[config.mk]
export PLATFORM = sky130hd
export DESIGN_NAME = calc_operand_entry_flat
export DESIGN_NICKNAME = d
export VERILOG_FILES = /design/src/rtl/calc_pkg.sv /design/src/rtl/calc_operand_entry_if.sv /design/src/rtl/calc_operand_entry_btn_debounce.sv /design/src/rtl/calc_operand_entry.sv /design/src/flat_wrapper.sv
export SDC_FILE = /design/constraint.sdc
export NUM_CORES = 1
export LEC_CHECK = 0
export CAP_MARGIN = 20
export CORE_ASPECT_RATIO = 1.2
export CORE_MARGIN = 2
export CORE_UTILIZATION = 56
export CTS_CLUSTER_DIAMETER = 50
export DETAILED_ROUTE_END_ITERATION = 8
export GPL_TIMING_DRIVEN = 0
export PLACE_DENSITY = 0.82
export SLEW_MARGIN = 20
export SYNTH_ARGS = -nofsm -noshare
export SYNTH_HDL_FRONTEND = slang
export SYNTH_SLANG_ARGS = --single-unit
[constraint.sdc]
create_clock -name clk -period 2 [get_ports clk]
set_input_delay 0.2 -clock clk [delete_from_list [all_inputs] [get_ports clk]]
set_output_delay 0.2 -clock clk [all_outputs]
set_load 0.02 [all_outputs]
[src/rtl/calc_pkg.sv]
// Shared constants for the calculator operand-entry front end: opcodes, operand width,
// FSM state encoding and the state-to-status-LED mapping.
package calc_pkg;

   localparam int CALC_W = 4;

   typedef logic [1:0] op_t;

   localparam op_t OP_ADD = 2'b00;
   localparam op_t OP_SUB = 2'b01;
   localparam op_t OP_DIV = 2'b10;
   localparam op_t OP_MUL = 2'b11;

   localparam logic [2:0] S_A     = 3'd0;
   localparam logic [2:0] S_B     = 3'd1;
   localparam logic [2:0] S_OP    = 3'd2;
   localparam logic [2:0] S_ISSUE = 3'd3;
   localparam logic [2:0] S_HOLD  = 3'd4;

   // One-hot entry stage for the status LEDs; dark while issuing or holding a result.
   function automatic logic [2:0] stage_of(input logic [2:0] st);
      case (st)
         S_A:     return 3'b001;
         S_B:     return 3'b010;
         S_OP:    return 3'b100;
         default: return 3'b000;
      endcase
   endfunction

endpackage

[src/rtl/calc_operand_entry_if.sv]
// Request bus between the operand-entry front end (master) and the calculator core (slave).
interface calc_operand_entry_if;
   import calc_pkg::*;

   logic [CALC_W-1:0] op_a;
   logic [CALC_W-1:0] op_b;
   op_t               op_sel;
   logic              req_valid;
   logic              req_ready;

   modport master (output op_a, output op_b, output op_sel, output req_valid, input req_ready);
   modport slave  (input op_a, input op_b, input op_sel, input req_valid, output req_ready);

endinterface

[src/rtl/calc_operand_entry_btn_debounce.sv]
// Button conditioner: 2-flop synchronizer, consecutive-mismatch debounce counter and a
// one-cycle pulse on each accepted press (debounced 0->1).
module btn_debounce #(
   parameter int DEBOUNCE_CYCLES = 250000
) (
   input  logic clk,
   input  logic rst,
   input  logic btn,
   output logic pulse
);

   localparam int CW = (DEBOUNCE_CYCLES > 2) ? $clog2(DEBOUNCE_CYCLES) : 1;
   localparam logic [CW-1:0] CNT_LAST = CW'(DEBOUNCE_CYCLES - 1);

   logic [1:0]    sync;
   logic          level;
   logic [CW-1:0] cnt;

   // The level flips on the DEBOUNCE_CYCLES-th consecutive mismatching cycle.
   always_ff @(posedge clk or posedge rst) begin
      if (rst) begin
         sync  <= 2'b00;
         level <= 1'b0;
         cnt   <= '0;
         pulse <= 1'b0;
      end else begin
         sync  <= {sync[0], btn};
         pulse <= 1'b0;
         if (sync[1] != level) begin
            if (cnt == CNT_LAST) begin
               level <= sync[1];
               cnt   <= '0;
               pulse <= sync[1];
            end else begin
               cnt <= cnt + 1'b1;
            end
         end else begin
            cnt <= '0;
         end
      end
   end

endmodule

[src/rtl/calc_operand_entry.sv]
// Operand entry front end for the 4-bit calculator: A, B, opcode via ENTER, then one
// valid/ready request. Optional divide-by-zero rejection under CALC_DIVZERO_GUARD_EN.
//
// state   | meaning
// S_A     | waiting for ENTER to capture operand A
// S_B     | waiting for ENTER to capture operand B
// S_OP    | waiting for ENTER to capture opcode
// S_ISSUE | request presented to core until accepted
// S_HOLD  | result shown; ENTER starts a new entry
module calc_operand_entry
   import calc_pkg::*;
#(
   parameter int DEBOUNCE_CYCLES = 250000
) (
   input  logic                clk,
   input  logic                rst,
   input  logic [7:0]          sw,
   input  logic                btn_enter,
   input  logic                btn_clear,
   calc_operand_entry_if.master req,
   output logic [2:0]          stage,
   output logic                err
);

   logic              enter_p;
   logic              clear_p;
   logic [2:0]        state;
   logic [CALC_W-1:0] op_a_q;
   logic [CALC_W-1:0] op_b_q;
   op_t               op_sel_q;
   logic              req_valid_q;
   logic              divzero_block;
   logic              unused_sw;

   assign unused_sw = ^sw[7:CALC_W];

   btn_debounce #(.DEBOUNCE_CYCLES(DEBOUNCE_CYCLES)) u_db_enter (
      .clk   (clk),
      .rst   (rst),
      .btn   (btn_enter),
      .pulse (enter_p)
   );

   btn_debounce #(.DEBOUNCE_CYCLES(DEBOUNCE_CYCLES)) u_db_clear (
      .clk   (clk),
      .rst   (rst),
      .btn   (btn_clear),
      .pulse (clear_p)
   );

`ifdef CALC_DIVZERO_GUARD_EN
   logic err_q;

   assign divzero_block = (op_t'(sw[1:0]) == OP_DIV) && (op_b_q == '0);

   always_ff @(posedge clk or posedge rst) begin
      if (rst) begin
         err_q <= 1'b0;
      end else if (clear_p) begin
         err_q <= 1'b0;
      end else if (enter_p && (state == S_OP) && divzero_block) begin
         err_q <= 1'b1;
      end else if (enter_p && (state != S_ISSUE)) begin
         err_q <= 1'b0;
      end
   end

   assign err = err_q;
`else
   assign divzero_block = 1'b0;
   assign err           = 1'b0;
`endif

   // CLEAR outranks ENTER and withdraws any pending request.
   always_ff @(posedge clk or posedge rst) begin
      if (rst) begin
         state       <= S_A;
         op_a_q      <= '0;
         op_b_q      <= '0;
         op_sel_q    <= OP_ADD;
         req_valid_q <= 1'b0;
      end else if (clear_p) begin
         state       <= S_A;
         op_a_q      <= '0;
         op_b_q      <= '0;
         op_sel_q    <= OP_ADD;
         req_valid_q <= 1'b0;
      end else begin
         case (state)
            S_A: begin
               if (enter_p) begin
                  op_a_q <= sw[CALC_W-1:0];
                  state  <= S_B;
               end
            end
            S_B: begin
               if (enter_p) begin
                  op_b_q <= sw[CALC_W-1:0];
                  state  <= S_OP;
               end
            end
            S_OP: begin
               if (enter_p && !divzero_block) begin
                  op_sel_q <= op_t'(sw[1:0]);
                  state    <= S_ISSUE;
               end
            end
            S_ISSUE: begin
               if (req_valid_q && req.req_ready) begin
                  req_valid_q <= 1'b0;
                  state       <= S_HOLD;
               end else begin
                  req_valid_q <= 1'b1;
               end
            end
            S_HOLD: begin
               if (enter_p) begin
                  state <= S_A;
               end
            end
            default: begin
               state       <= S_A;
               req_valid_q <= 1'b0;
            end
         endcase
      end
   end

   assign req.op_a      = op_a_q;
   assign req.op_b      = op_b_q;
   assign req.op_sel    = op_sel_q;
   assign req.req_valid = req_valid_q;
   assign stage         = stage_of(state);

endmodule

[src/flat_wrapper.sv]
// flat-port wrapper written by rule: the top's interface ports become plain ports
module calc_operand_entry_flat import calc_pkg::*;
#(
   parameter int DEBOUNCE_CYCLES = 250000
)
  (clk, rst, sw, btn_enter, btn_clear, stage, err, req_op_a, req_op_b, req_op_sel, req_req_valid, req_req_ready);
  calc_operand_entry_if req_i ();
  input  logic clk;
  input  logic rst;
  input  logic [7:0] sw;
  input  logic btn_enter;
  input  logic btn_clear;
  output logic [2:0] stage;
  output logic err;
  output wire logic [$bits(req_i.op_a)-1:0] req_op_a;
  output wire logic [$bits(req_i.op_b)-1:0] req_op_b;
  output wire logic [$bits(req_i.op_sel)-1:0] req_op_sel;
  output wire logic [$bits(req_i.req_valid)-1:0] req_req_valid;
  input wire logic [$bits(req_i.req_ready)-1:0] req_req_ready;
  assign req_op_a = req_i.op_a;
  assign req_op_b = req_i.op_b;
  assign req_op_sel = req_i.op_sel;
  assign req_req_valid = req_i.req_valid;
  assign req_i.req_ready = req_req_ready;
  calc_operand_entry #(.DEBOUNCE_CYCLES(DEBOUNCE_CYCLES)) u_core (.clk(clk), .rst(rst), .sw(sw), .btn_enter(btn_enter), .btn_clear(btn_clear), .req(req_i), .stage(stage), .err(err));
endmodule
# Word level (Yosys, flattened, before mapping)
# Cells that the tools add are included.
# totals
reg_bits,58
inputBits,13
out_inout_bits,15
word_cells,69
# op_classes
add_sub_neg,2
n_eq_ne,14
mux,27
n_reduce_logical,13
# ops
cell,count
18-bit 2-to-1 mux,4
"18-bit by 1-bit adder with 18-bit output, second input constant",2
"18-bit equality test, second input constant",2
4-bit 2-to-1 mux,5
3-bit 2-to-1 mux,6
3-bit one-hot mux with 5 select lines,1
"3-bit inequality test, second input constant",4
2-bit AND reduction,5
3-bit one-hot mux with 3 select lines,1
2-bit nonzero test,4
"3-bit by 2-bit equality test with 1-bit output, second input constant",2
1-bit 2-to-1 mux,6
2-bit 2-to-1 mux,3
5-bit AND reduction,1
4-bit OR reduction,1
"3-bit by 1-bit equality test with 1-bit output, second input constant",1
"3-bit equality test, second input constant",1
3-bit logical NOT,1
"3-bit by 2-bit inequality test with 1-bit output, second input constant",1
1-bit inequality test,2
"2-bit by 1-bit inequality test with 1-bit output, second input constant",1
1-bit one-hot mux with 2 select lines,1
1-bit logical AND,1

# Logic depth before layout (Yosys ltp)
# Gate-level depths: netlist of run 1.
# depth
ltp_word,4
ltp_mapped,5
mapped_depth_nobuf,5

# Cells and area by module
# Synthesis of run 1 repeated with hierarchy kept, for this count alone.
# hier_totals
hier_cells,267
area_unflattened_um2,2867.8
# modules_own_cells
module,instances,cells_each,area_each_um2,seq_area_each_um2
btn_debounce (u_core.u_db_clear),1,100,1066.0,550.5
btn_debounce (u_core.u_db_enter),1,99,1047.3,550.5
calc_operand_entry,1,68,754.5,350.3

# Worst setup path after synthesis of run 1
# OpenSTA, ideal clock, no wires.
# synth_timing
kind,register to register
start,register u_core.u_db_enter.cnt[13]
end,register u_core.u_db_enter.level
setup_ns,0.127
arrival_time_ns,1.669
required_time_ns,1.873
setup_slack_ns,0.204
path_stages_with_launch,5
path_buffers,0
period_less_slack_ns,1.796
path_cell_list,dfrtp_1 > nor4b_2 > nand2_1 > or4_4 > mux2_1
# synth_via
elab_chain_cells,2
# synth_lines
element,line,rtl
start: declaration,calc_operand_entry_btn_debounce.sv:17,logic [CW-1:0] cnt;
start signal: assignment,calc_operand_entry_btn_debounce.sv:35,cnt <= cnt + 1'b1;
18-bit equality test,calc_operand_entry_btn_debounce.sv:30,if (cnt == CNT_LAST) begin
2-bit AND reduction (no line),-,
end signal: assignment,calc_operand_entry_btn_debounce.sv:31,level <= sync[1];
end: declaration,calc_operand_entry_btn_debounce.sv:16,logic level;
# Every way passes these cells.
# A chain may end at the register's enable or synchronous reset.

# Worst setup path in the final report of run 1
# layout_timing
start,register u_core.u_db_enter.cnt[10]
end,register u_core.u_db_enter.level
# The elaborated chain is that of the path after synthesis.

==> impl_metrics.env, run 1 <==
export IMPL_status="finished clean"
export IMPL_ctsHoldBuffers=0
export IMPL_synth_warnings=0
export IMPL_finalSetupViolCount=0
export IMPL_clk_pin_slew_ns=0.06
export IMPL_netlist_top_cells_area="dfrtp_1, nor2_1, xnor2_1, mux2i_1, xor2_1"
export IMPL_yosysUniqueCellTypes=39
export IMPL_synth_nets=277
export IMPL_clkPwrFrac=0.481
export IMPL_h_tree_depth=3
export IMPL_fin_nets=311
export IMPL_clock_sinks=58
export IMPL_dieArea_um2=5532
export IMPL_fillerInstances=365
export IMPL_synth_seq_area_share=0.5235
export IMPL_relSlewSlack=0.5170
export IMPL_post_drt_wl_per_cell_um=14.92
export IMPL_grt_setup_unrepaired="false"
export IMPL_antennaDiodeCount=0
export IMPL_worst_slack_ns=0.05302
export IMPL_ys_seq_elements=58
export IMPL_fin_cells=361
export IMPL_hold_viol=0
export IMPL_grt_overflow_total=0
export IMPL_grt_pass1_vias=1925
export IMPL_r2r_start="u_core.u_db_enter.cnt[10]$_DFF_PP0_"
export IMPL_power_frac_comb=0.036
export IMPL_critPathKind="reg -> reg"
export IMPL_pre_cts_slack_ns=-0.01695
export IMPL_p_sw_frac=0.2150
export IMPL_cp_buffers_inverters=0
export IMPL_drc_errors=0
export IMPL_grt_usage=0.2206
export IMPL_min_delay_start="btn_clear"
export IMPL_hold_end="u_core.u_db_clear.sync[0]$_DFF_PP0_"
export IMPL_synth_area_um2=2773
export IMPL_pin_count=28
export IMPL_ff_latch_area_um2=1454
export IMPL_cpLargestDelayFamily="simple AND/OR/NAND/NOR gates"
export IMPL_post_route_period_util=0.9735
export IMPL_drive_above_1_share=0.1196
export IMPL_r2r_end="u_core.u_db_enter.level$_DFFE_PP0P_"
export IMPL_detail_route_iter0_violations=122
export IMPL_drv_cap=0
export IMPL_syn_area_per_cell_um2=10.58
export IMPL_fin_skew_ns=0.005290
export IMPL_endpoint_kind="register"
export IMPL_antenna_found_initial=0
export IMPL_fmax_mhz=513.6
export IMPL_rows=28
export IMPL_port_buffers=22
export IMPL_dpl_instance_area_um2=3070
export IMPL_intPower_mw=1.949
export IMPL_crit_chain="nor4_1 > nand2_1 > or4_4 > mux2_1"
export IMPL_stdcell_area_um2=3314
export IMPL_synth_top_cell_area_share=0.5235
export IMPL_ctsRootBufferMaster="clkbuf_8"
export IMPL_powerDensity_nw_per_um2=748.9
export IMPL_multiInputGateArea_um2=1272
export IMPL_report_final_slew_viol_count=0
export IMPL_hp_class="in -> reg"
export IMPL_r2r_setup_slack_ns=0.05
export IMPL_final_common_cell="dfrtp_1"
export IMPL_max_stage_delay_ns=0.58
export IMPL_tightest_slew_ns=0.7190
export IMPL_start_util=0.5735
export IMPL_syn_to_final_growth_pct=19.54
export IMPL_grt_pass1_wl_um=8735
export IMPL_dp_cells=344
export IMPL_total_leakage_power_nw=1.410
export IMPL_place_congestion=0.8876
export IMPL_die_x_um=68.24
export IMPL_clock_latency_ns=0.35
export IMPL_grt_max_degree=59
export IMPL_final_cell_mix="dfrtp_1, nor2_1, clkdlybuf4s50_1"
export IMPL_crit_path_max_fanout=6
export IMPL_crit_required_ns=2.23
export IMPL_cts_max_path_buffers=2
export IMPL_finalPower_mw=2.482
export IMPL_min_path_cells=1
export IMPL_vias=2048
export IMPL_whs_ns=0.2899
export IMPL_setup_tns_ns=0
export IMPL_cts_tree="yes"
export IMPL_critPathSlowestCell="or4_4"
export IMPL_pwr_share_seq=0.483
export IMPL_ant_nets=0
export IMPL_irDropWorstVdd_mv=0.5281
export IMPL_crit_arrival_ns=2.17
export IMPL_synth_top_cell_by_area="dfrtp_1"
export IMPL_numCtsBuffers=9
export IMPL_routed_wl_um=5386
export IMPL_syn_inst=262
export IMPL_period_needed_ns=1.947
export IMPL_vias_per_cell=5.673
export IMPL_core_area_um2=4835
export IMPL_rr_worst_depth=4
export IMPL_die_h_um=81.08
export IMPL_cp_start_kind="register"
export IMPL_firstDrtPassIters=4
export IMPL_post_route_util=0.6856
export IMPL_power_switching_mw=0.5336
export IMPL_place_hpwl_um=3634
[cell usage after synthesis]
library cell,number
a2bb2oi_1,1
dfrtp_1,58
nor4_1,8
nor4b_2,1
nor3b_1,2
nand4_2,1
buf_2,2
nand2b_1,2
o41ai_4,2
ha_1,2
or3_4,2
or4b_4,1
mux2_1,2
a21oi_1,6
xor2_1,11
nand4_4,1
inv_1,6
mux2i_1,11
nand4_1,9
nor3_1,12
conb_1,1
nand3b_1,1
nand3_1,16
nor2_1,49
nor4b_1,1
and4_1,4
nand2_1,10
xnor2_1,19
and3_1,3
and3b_1,1
or4b_1,1
o21ai_0,3
or4_1,3
clkbuf_1,4
a21oi_2,1
buf_4,1
or4_4,1
a31oi_1,1
o31ai_1,2
[per-layer routing]
| metal | track usage | vias to the layer above | wire length (um) |
|---|---|---|---|
| met5 | 0 | - | 0 |
| met4 | 0.1220 | 0 | 172 |
| met3 | 0.05817 | 14 | 173 |
| met2 | 0.3544 | 44 | 2747 |
| met1 | 0.2669 | 998 | 2292 |
| li1 | - | 992 | - |
[timing repair]
| action | CTS | global route |
|---|---|---|
| endpoints found under the setup margin | 12 | 23 |
| pin swaps | 1 | 2 |
| buffers inserted | 0 | 3 |
| gates resized for setup | 0 | 5 |
[registers in the layout, summed over array words and instances, names as in the netlist]
register                 count
u_core.u_db_enter.pulse      1
u_core.req.op_a              4
u_core.req.req_valid         1
u_core.state                 3
u_core.u_db_clear.level      1
u_core.u_db_enter.level      1
u_core.req.op_b              4
u_core.u_db_clear.cnt       18
u_core.u_db_clear.sync       2
u_core.u_db_clear.pulse      1
u_core.u_db_enter.sync       2
u_core.req.op_sel            2
u_core.u_db_enter.cnt       18
[kinds of logic (layout without fill, tap and decap cells)]
logic type | after synthesis | in the layout | share of synthesized area
mux | 13 | 13 | 0.04783
simple gates | 129 | 129 | 0.2536
flops | 58 | 58 | 0.5235
buf+inv | 13 | 52 | 0.01985
xor+xnor | 30 | 30 | 0.09476
compound gates | 16 | 16 | 0.05009
fa+ha+maj | 2 | 2 | 0.009024
other cells | 1 | 1 | 0.001352
[power groups by stage]
| stage | clock network, mW | logic [mW] | registers, mW |
|---|---|---|---|
| 4_1_cts | 1.21 | 0.0856 | 1.20 |
| 2_1_floorplan | 0 | 0.0508 | 1.22 |
| 3_3_place_gp | 0 | 0.0820 | 1.22 |
| 6_report | 1.19 | 0.0882 | 1.20 |
| 3_5_place_dp | 0 | 0.0844 | 1.22 |
| 5_1_grt | 1.27 | 0.101 | 1.20 |
[area by class of cell]
type                            count  area share
Sequential cell                    58      0.4387
Multi-Input combinational cell    191      0.3839
Timing Repair Buffer               25     0.07324
Clock buffer                       10     0.04153
Clock inverter                      6     0.02416
Tap cell                           60     0.02265
Buffer                              5    0.008305
Inverter                            6    0.007550
[how the worst max path moves through the flow]
stage,slack [ns],from,endpoint,depth (start not counted)
2_1_floorplan,0.20,u_core.u_db_enter.cnt[13]$_DFF_PP0_,u_core.u_db_enter.level$_DFFE_PP0P_,4
3_3_place_gp,-0.60,rst,u_core.u_db_clear.cnt[9]$_DFF_PP0_,2
3_5_place_dp,-0.02,u_core.u_db_enter.cnt[10]$_DFF_PP0_,u_core.u_db_enter.cnt[12]$_DFF_PP0_,5
4_1_cts,0.002,u_core.u_db_clear.cnt[6]$_DFF_PP0_,u_core.u_db_clear.cnt[16]$_DFF_PP0_,5
5_1_grt,0.004,u_core.u_db_enter.cnt[10]$_DFF_PP0_,u_core.u_db_enter.level$_DFFE_PP0P_,4
6_report,0.05,u_core.u_db_enter.cnt[10]$_DFF_PP0_,u_core.u_db_enter.level$_DFFE_PP0P_,4
[worst reg2reg max path: stages, from the launching register on]
cell and delay [ns]:
dfrtp_1 0.45, nor4_1 0.32, nand2_1 0.16, or4_4 0.58
mux2_1 0.32
(Power assumes the default switching activity.)
==> run 2, diff against run 1 <==
--- a/config.mk
+++ b/config.mk
@@ -6,7 +6,6 @@
 export NUM_CORES = 1
 export LEC_CHECK = 0
 export CAP_MARGIN = 20
-export CORE_ASPECT_RATIO = 1.2
 export CORE_MARGIN = 2
 export CORE_UTILIZATION = 56
 export CTS_CLUSTER_DIAMETER = 50
==> run 2 against run 1 <==
Final cell count grew 1.7%. Critical endpoint unchanged. Cell area shrank 0.68%. First-iteration DRC count shrank 1.6%. Combinational power shrank 4.5%. Non-clock buffer count shrank 1.
==> impl_metrics.env, run 2 (same netlist as run 1, synthesis figures left out) <==
export IMPL_status="finished clean"
export IMPL_fin_nets=310
export IMPL_grt_pass1_wl_um=8804
export IMPL_pin_count=28
export IMPL_post_drt_wl_per_cell_um=14.14
export IMPL_clk_pin_slew_ns=0.07
export IMPL_drc_errors=0
export IMPL_r2r_start="u_core.u_db_enter.cnt[10]$_DFF_PP0_"
export IMPL_place_congestion=0.8711
export IMPL_start_util=0.5832
export IMPL_crit_arrival_ns=2.16
export IMPL_stdcell_area_um2=3292
export IMPL_post_route_period_util=0.9727
export IMPL_finalSetupViolCount=0
export IMPL_whs_ns=0.2996
export IMPL_place_hpwl_um=3472
export IMPL_numCtsBuffers=9
export IMPL_cts_tree="yes"
export IMPL_critPathKind="reg -> reg"
export IMPL_vias_per_cell=5.578
export IMPL_fmax_mhz=514.1
export IMPL_ctsRootBufferMaster="clkbuf_8"
export IMPL_setup_tns_ns=0
export IMPL_grt_usage=0.2115
export IMPL_port_buffers=22
export IMPL_drv_cap=0
export IMPL_final_cell_mix="dfrtp_1, nor2_1, xnor2_1, clkdlybuf4s50_1, nand3_1"
export IMPL_dp_cells=351
export IMPL_h_tree_depth=3
export IMPL_antennaDiodeCount=0
export IMPL_vias=2047
export IMPL_fin_skew_ns=0.009070
export IMPL_clock_latency_ns=0.34
export IMPL_dpl_instance_area_um2=3079
export IMPL_rows=25
export IMPL_firstDrtPassIters=5
export IMPL_min_path_cells=1
export IMPL_die_x_um=74.37
export IMPL_routed_wl_um=5188
export IMPL_core_area_um2=4755
export IMPL_relSlewSlack=0.4930
export IMPL_powerDensity_nw_per_um2=700.4
export IMPL_grt_max_degree=59
export IMPL_grt_pass1_vias=1965
export IMPL_antenna_found_initial=0
export IMPL_drive_above_1_share=0.1200
export IMPL_critPathLaunch="u_core.u_db_enter.cnt[10]$_DFF_PP0_"
export IMPL_crit_path_max_fanout=6
export IMPL_syn_to_final_growth_pct=18.73
export IMPL_dieArea_um2=5530
export IMPL_grt_overflow_total=0
export IMPL_clock_sinks=58
export IMPL_finalPower_mw=2.306
export IMPL_irDropWorstVdd_mv=0.4438
export IMPL_r2r_end="u_core.u_db_enter.level$_DFFE_PP0P_"
export IMPL_cts_max_path_buffers=2
export IMPL_hp_class="in -> reg"
export IMPL_post_route_util=0.6924
export IMPL_ant_nets=0
export IMPL_tightest_slew_ns=0.7546
export IMPL_pre_cts_slack_ns=-0.03433
export IMPL_cp_start_kind="register"
export IMPL_total_leakage_power_nw=1.418
export IMPL_period_needed_ns=1.945
export IMPL_hold_viol=0
export IMPL_detail_route_iter0_violations=120
export IMPL_worst_slack_ns=0.05470
export IMPL_final_common_cell="dfrtp_1"
export IMPL_endpoint_kind="register"
export IMPL_fin_cells=367
export IMPL_largestRegisters="u_core.u_db_clear.cnt: 18 flops, u_core.u_db_enter.cnt: 18 flops"
export IMPL_cp_endpoint="u_core.u_db_enter.level$_DFFE_PP0P_"
export IMPL_report_final_slew_viol_count=0
export IMPL_die_h_um=74.37
export IMPL_rr_worst_depth=4
export IMPL_crit_required_ns=2.22
export IMPL_r2r_setup_slack_ns=0.05
run 2: where the power goes:
| part | switching (mW) | internal [mW] | total (mW) | leakage [nW] |
|---|---|---|---|---|
| clock | 0.456 | 0.566 | 1.02 | 0.0958 |
| sequential | 0.0126 | 1.19 | 1.20 | 0.786 |
| combinational | 0.0505 | 0.0337 | 0.0842 | 0.537 |
| total | 0.519 | 1.79 | 2.31 | 1.42 |
run 2: worst min-delay path by stage:
stage                                        start  slack (ns)                             endpoint
6_report                                 btn_clear        0.30  u_core.u_db_clear.sync[0]$_DFF_PP0_
5_1_grt                                  btn_enter        0.30  u_core.u_db_enter.sync[0]$_DFF_PP0_
4_1_cts                                  btn_clear        0.29  u_core.u_db_clear.sync[0]$_DFF_PP0_
3_5_place_dp   u_core.u_db_clear.sync[0]$_DFF_PP0_        0.34  u_core.u_db_clear.sync[1]$_DFF_PP0_
3_3_place_gp   u_core.u_db_clear.sync[0]$_DFF_PP0_        0.33  u_core.u_db_clear.sync[1]$_DFF_PP0_
2_1_floorplan                            btn_clear        0.23  u_core.u_db_clear.sync[0]$_DFF_PP0_
run 2: layer usage:
layer | part of all wire | track usage | vias up
li1 | - | - | 991
met1 | 0.46 | 0.2893 | 1001
met2 | 0.48 | 0.3088 | 51
met3 | 0.052 | 0.06369 | 4
met4 | 0.0077 | 0.1032 | 0
met5 | 0 | 0 | -
run 2: worst max-delay path, cell delays in order (launching register included):
cell,delay [ns]
dfrtp_2,0.46
nor4_2,0.31
nand2_1,0.16
or4_4,0.58
mux2_1,0.33
run 2: repair_timing:
item / CTS / global route
buffers inserted: 1 / 1
gates resized for setup: 1 / 7
pin swaps: 2 / 1
hold buffers: 0 / 0
endpoints found under the setup margin: 14 / 19
run 2: area by class of cell:
type | count | area, um^2
Multi-Input combinational cell | 191 | 1279
Sequential cell | 58 | 1455
Fill cell | 376 | 1463
Clock buffer | 10 | 127.6
Inverter | 6 | 25.02
Buffer | 5 | 25.02
Timing Repair Buffer | 24 | 239.0
Tap cell | 67 | 83.83
Clock inverter | 6 | 57.56
